`src/rtl/pinwheel_bus_arbiter.sv`:
```
`default_nettype none
// ============================================================================
// Module   : pinwheel_bus_arbiter
// Purpose  : Two-master arbiter for the block_ram data port, with fixed
//            priority to the core and a starvation counter for the loader.
// Revision : 1.0 - initial release
// ============================================================================
module pinwheel_bus_arbiter #(
    parameter int STARVE_MAX = 4,
    parameter int ADDR_W     = 32
) (
    input  logic              clock,
    input  logic              reset_n,

    input  logic              m0_a_valid,
    input  logic [2:0]        m0_a_opcode,
    input  logic [ADDR_W-1:0] m0_a_address,
    input  logic [3:0]        m0_a_mask,
    input  logic [31:0]       m0_a_data,
    output logic              m0_a_ready,
    output logic              m0_d_valid,
    output logic [31:0]       m0_d_data,
    output logic              m0_d_error,

    input  logic              m1_a_valid,
    input  logic [2:0]        m1_a_opcode,
    input  logic [ADDR_W-1:0] m1_a_address,
    input  logic [3:0]        m1_a_mask,
    input  logic [31:0]       m1_a_data,
    output logic              m1_a_ready,
    output logic              m1_d_valid,
    output logic [31:0]       m1_d_data,
    output logic              m1_d_error,

    output logic              s_a_valid,
    output logic [2:0]        s_a_opcode,
    output logic [ADDR_W-1:0] s_a_address,
    output logic [3:0]        s_a_mask,
    output logic [31:0]       s_a_data,
    input  logic [31:0]       s_d_data,

    output logic              grant_m1
);

    localparam int                 c_CNT_W      = $clog2(STARVE_MAX + 1);
    localparam logic [c_CNT_W-1:0] c_STARVE_MAX = c_CNT_W'(STARVE_MAX);
    localparam logic [2:0]         c_OP_PUT_FULL = 3'd0;
    localparam logic [2:0]         c_OP_PUT_PART = 3'd1;
    localparam logic [2:0]         c_OP_GET      = 3'd4;

    logic [c_CNT_W-1:0] r_wait_cnt;
    logic               r_pend_valid;
    logic               r_pend_src;
    logic               r_pend_get;
    logic               r_pend_err;

    logic               w_req_any;
    logic               w_grant_m1;
    logic [2:0]         w_sel_opcode;
    logic               w_illegal;
    logic [31:0]        w_pend_data;

    // Request-side outputs are gated by reset_n so they drop the instant
    // reset asserts, not at the next edge.
    always_comb begin
        w_req_any    = reset_n & (m0_a_valid | m1_a_valid);
        w_grant_m1   = reset_n & m1_a_valid & (~m0_a_valid | (r_wait_cnt == c_STARVE_MAX));
        w_sel_opcode = w_grant_m1 ? m1_a_opcode : m0_a_opcode;
        w_illegal    = w_req_any & (w_sel_opcode != c_OP_PUT_FULL) &
                       (w_sel_opcode != c_OP_PUT_PART) & (w_sel_opcode != c_OP_GET);
    end

    always_comb begin
        m0_a_ready  = w_req_any & ~w_grant_m1;
        m1_a_ready  = w_grant_m1;
        grant_m1    = w_grant_m1;
        s_a_valid   = w_req_any & ~w_illegal;
        s_a_opcode  = '0;
        s_a_address = '0;
        s_a_mask    = '0;
        s_a_data    = '0;
        if (w_req_any) begin
            s_a_opcode  = w_sel_opcode;
            s_a_address = w_grant_m1 ? m1_a_address : m0_a_address;
            s_a_mask    = w_grant_m1 ? m1_a_mask    : m0_a_mask;
            s_a_data    = w_grant_m1 ? m1_a_data    : m0_a_data;
        end
    end

    always_ff @(posedge clock or negedge reset_n) begin
        if (!reset_n) begin
            r_wait_cnt   <= '0;
            r_pend_valid <= 1'b0;
            r_pend_src   <= 1'b0;
            r_pend_get   <= 1'b0;
            r_pend_err   <= 1'b0;
        end else begin
            if (m1_a_valid && !w_grant_m1) begin
                if (r_wait_cnt != c_STARVE_MAX) begin
                    r_wait_cnt <= r_wait_cnt + c_CNT_W'(1);
                end
            end else begin
                r_wait_cnt <= '0;
            end
            r_pend_valid <= w_req_any;
            r_pend_src   <= w_grant_m1;
            r_pend_get   <= (w_sel_opcode == c_OP_GET);
            r_pend_err   <= w_illegal;
        end
    end

    // RAM read data is only forwarded for a good Get; Put acks and errors return 0.
    always_comb begin
        w_pend_data = (r_pend_get & ~r_pend_err) ? s_d_data : 32'd0;
        m0_d_valid  = r_pend_valid & ~r_pend_src;
        m1_d_valid  = r_pend_valid &  r_pend_src;
        m0_d_data   = m0_d_valid ? w_pend_data : 32'd0;
        m1_d_data   = m1_d_valid ? w_pend_data : 32'd0;
        m0_d_error  = m0_d_valid & r_pend_err;
        m1_d_error  = m1_d_valid & r_pend_err;
    end

endmodule
`default_nettype wire

```
`config.mk`:
```
export PLATFORM = sky130hd
export DESIGN_NAME = pinwheel_bus_arbiter
export DESIGN_NICKNAME = d
export VERILOG_FILES = /design/src/rtl/pinwheel_bus_arbiter.sv
export SDC_FILE = /design/constraint.sdc
export NUM_CORES = 1
export LEC_CHECK = 0
export CAP_MARGIN = 40
export CORE_AREA = 2 2 125 127
export CTS_BUF_LIST = sky130_fd_sc_hd__clkbuf_4
export DETAILED_ROUTE_END_ITERATION = 8
export DIE_AREA = 0 0 127 129
export SKIP_CTS_REPAIR_TIMING = 1
export SYNTH_ARGS = -nofsm -noshare
export SYNTH_HDL_FRONTEND = slang
export SYNTH_SLANG_ARGS = --single-unit
```
`constraint.sdc`:
```
create_clock -name clock -period 1.9 [get_ports clock]
set_input_delay 0.19 -clock clock [delete_from_list [all_inputs] [get_ports clock]]
set_output_delay 0.19 -clock clock [all_outputs]
set_load 0.01 [all_outputs]
```
==> flow_summary.ini <==
[floorplanning]
die_w_um = 127
initial_utilization_pct = 14.6
die_y_um = 129
die_area_um2 = 16400
coreArea_um2 = 15000
fp-row-count = 45
pin_count = 321

[worst_setup_path]
critical-path-max-stage-delay_ps = 370
cp.arrival_ps = 1850
end_kind = primary output
path_buf_inv = 5
crit_type = register to primary output
critPathSlowestCell = dfrtp_1
crit_fanout = 7
cp_top_family = buffers and inverters
path_cells = inv_2 > ha_4 > a21bo_4 > nand2_8 > buf_12 > inv_8 > buf_12 > o31ai_4 > buf_2
cpMostUsedCell = buf_12
cp-start-kind = register
required_ps = 1710

[global_route]
antenna_found_initial = 1
grt_pass1_vias = 3787
grt_first_pass_wirelength_um = 19800
track_usage_pct = 15.1
grt_max_degree = 48
overflow = 0

[layout]
area_growth_pct = 201
finish.utilization_pct = 44.1
seq_area_um2 = 175
drive_above_1_share_pct = 36.9
multi_input_area_um2 = 2200
fillerInstances = 1505
fin_nets = 878
instances_no_fill = 886
fin_area_um2 = 6600

[sta]
fin_crit_sh_pct = 108
finClkSkew_ps = 2.90
hold_violations = 0
fin_hold_ws_ps = 270
fin_ws_ps = -144
final_max_slew_viol_count = 0
rsz0062_at_grt = true
slew_headroom_pct = 73.3
fmax_mhz = 489
min_period_ps = 2040
tightest_slew_ps = 401
finalSetupViolCount = 52

[route]
wl_per_cell_um = 18.7
drtIter0Drc = 118
vias = 4039
drc_errors = 0
wirelength_um = 16600
drt_pass1_iterations = 4
avgViaCountPerCell = 4.56
ant_nets = 0

[power]
pwr-share-clk_pct = 9.3
power.switching_w = 0.000609
p_sw_share_pct = 37.7
cellLeakagePower_nw = 3.83
seqPwrFrac_pct = 10.4
intPower_w = 0.00100
comb_power_share_pct = 80.3
ir_worst_vdd_mv = 0.0950
power.density_nw_per_um2 = 244

[place]
numPortBuffers = 320
place_inst = 853
hpwl_um = 11200
pre_cts_ws_ps = -451
gp_congestion = 0.792
placed_area_um2 = 5740

[outcome]
status = finished, violations left
violations = negative setup slack

[yosys]
synth_area_um2 = 2190
synth_warnings = 0
ys_types = 31
synth.avg_cell_area_um2 = 6.15
synth-seq-area-share_pct = 8.00
synth_top_flop_cell = dfrtp_1
synth_edf_count = 0
synth_fp_nets = 536
ys_ff_latch = 7
async_reset_ff_share_pct = 100
synthCells = 356

[clock_tree]
clock-sinks = 7
clk_latency_ps = 250
clockBufferDepth = 2
clk_pin_slew_ps = 50
root_buffer = clkbuf_4
tritoncts = done
cts_inserted_buffers = 3
htreeDepth = 1

[hold_path]
hp-class = primary input to async pin

[job]
maxCapViolCount = 0
==> cells by family (layout without fill, tap and decap cells) <==
family	Yosys count	in the layout	synth area share, %
buffers and inverters	43	384	11.0
AOI/OAI and AO/OA	80	80	27.8
and+or+nand+nor	222	222	51.1
other	0	1	0
xor gates and xnor gates	1	1	0.400
muxes	1	1	0.514
adders and majority gates	2	2	1.14
DFF	7	7	8.00
==> Yosys cell counts (2+ instances only) <==
cell	count	area share, %
o21ai_2	48	19
buf_2	16	3.7
nand2_1	72	12
clkbuf_1	7	1.2
inv_1	3	0.51
dfrtp_1	7	8.0
inv_2	2	0.34
clkbuf_2	6	1.4
buf_4	2	0.69
a21oi_1	2	0.46
buf_6	6	3.1
o21ai_0	24	5.5
nand3_1	72	16
and3b_1	2	0.80
nor2_1	2	0.34
and3_1	3	0.86
and2_1	67	19
ha_1	2	1.1
==> power by group through the flow <==
stage / clock (W) / sequential (W) / combinational, W
6_report: 0.000149 / 0.000168 / 0.00130
3_5_place_dp: 0 / 0.000170 / 0.00113
3_3_place_gp: 0 / 0.000169 / 0.00111
2_1_floorplan: 0 / 0.000168 / 0.000369
5_1_grt: 0.000157 / 0.000170 / 0.00138
4_1_cts: 0.000155 / 0.000167 / 0.00113
==> cell usage in the layout, fill, tap and decap left out, types with 2 or more instances in the layout <==
master | netlist | layout
and3_1 | 3 | 3
clkbuf_16 | 0 | 14
nand2_1 | 72 | 72
nand3_2 | 0 | 32
buf_16 | 0 | 2
buf_2 | 16 | 66
nand3_1 | 72 | 35
and3b_2 | 0 | 2
o21ai_2 | 48 | 64
a21oi_1 | 2 | 2
dlymetal6s2s_1 | 0 | 64
dfrtp_1 | 7 | 7
buf_12 | 0 | 12
and2_1 | 67 | 66
clkbuf_4 | 0 | 4
o21ai_4 | 0 | 7
buf_4 | 2 | 20
buf_8 | 0 | 2
clkdlybuf4s50_1 | 0 | 181
nand3_4 | 0 | 5
buf_6 | 6 | 13
inv_2 | 2 | 3
==> state kept, by name (all words and copies together), names as in the netlist <==
name and count:
r_wait_cnt 3, r_pend_err 1, r_pend_get 1, r_pend_src 1
r_pend_valid 1
==> final timing paths <==
kind	startpoint	cells after the start	end	slack (ps)
worst min register to register	r_wait_cnt[2]	2	r_wait_cnt[2]	710
worst max register to register	r_wait_cnt[1]	9	r_pend_get	130
worst max-delay path	r_wait_cnt[1]	9	s_a_opcode[2]	-140
max in group asynchronous	reset_n	2	r_wait_cnt[2]	1510
worst min-delay path	reset_n	2	r_pend_valid	270
min in group clock	m1_a_opcode[2]	3	r_pend_get	620
==> per-stage QoR <==
step                power [W]  setup TNS (ps)
floorplan            0.000538               0
global placement      0.00128          -25090
detailed placement    0.00130          -25340
CTS                   0.00146          -50970
global route          0.00171           -7530
finish                0.00161           -2420
==> routing by layer <==
metal / share of wire, % / global-route usage (%) / vias up / wire (µm)
met5: 0 / 0 / - / 0
met4: 1.2 / 2.71 / 0 / 205
met3: 7.1 / 2.58 / 14 / 1180
met2: 54 / 31.4 / 215 / 9030
met1: 37 / 15.7 / 1919 / 6200
li1: - / - / 1891 / -
==> cell type report <==
cell class | count | share of cell area, %
Multi-Input combinational cell | 306 | 33.3
Sequential cell | 7 | 2.65
Antenna cell | 1 | 0.0379
Timing Repair inverter | 1 | 0.171
Clock buffer | 4 | 0.455
Timing Repair Buffer | 374 | 59.3
Inverter | 5 | 0.531
Tap cell | 188 | 3.56
Power figures use the tool's default switching activity.
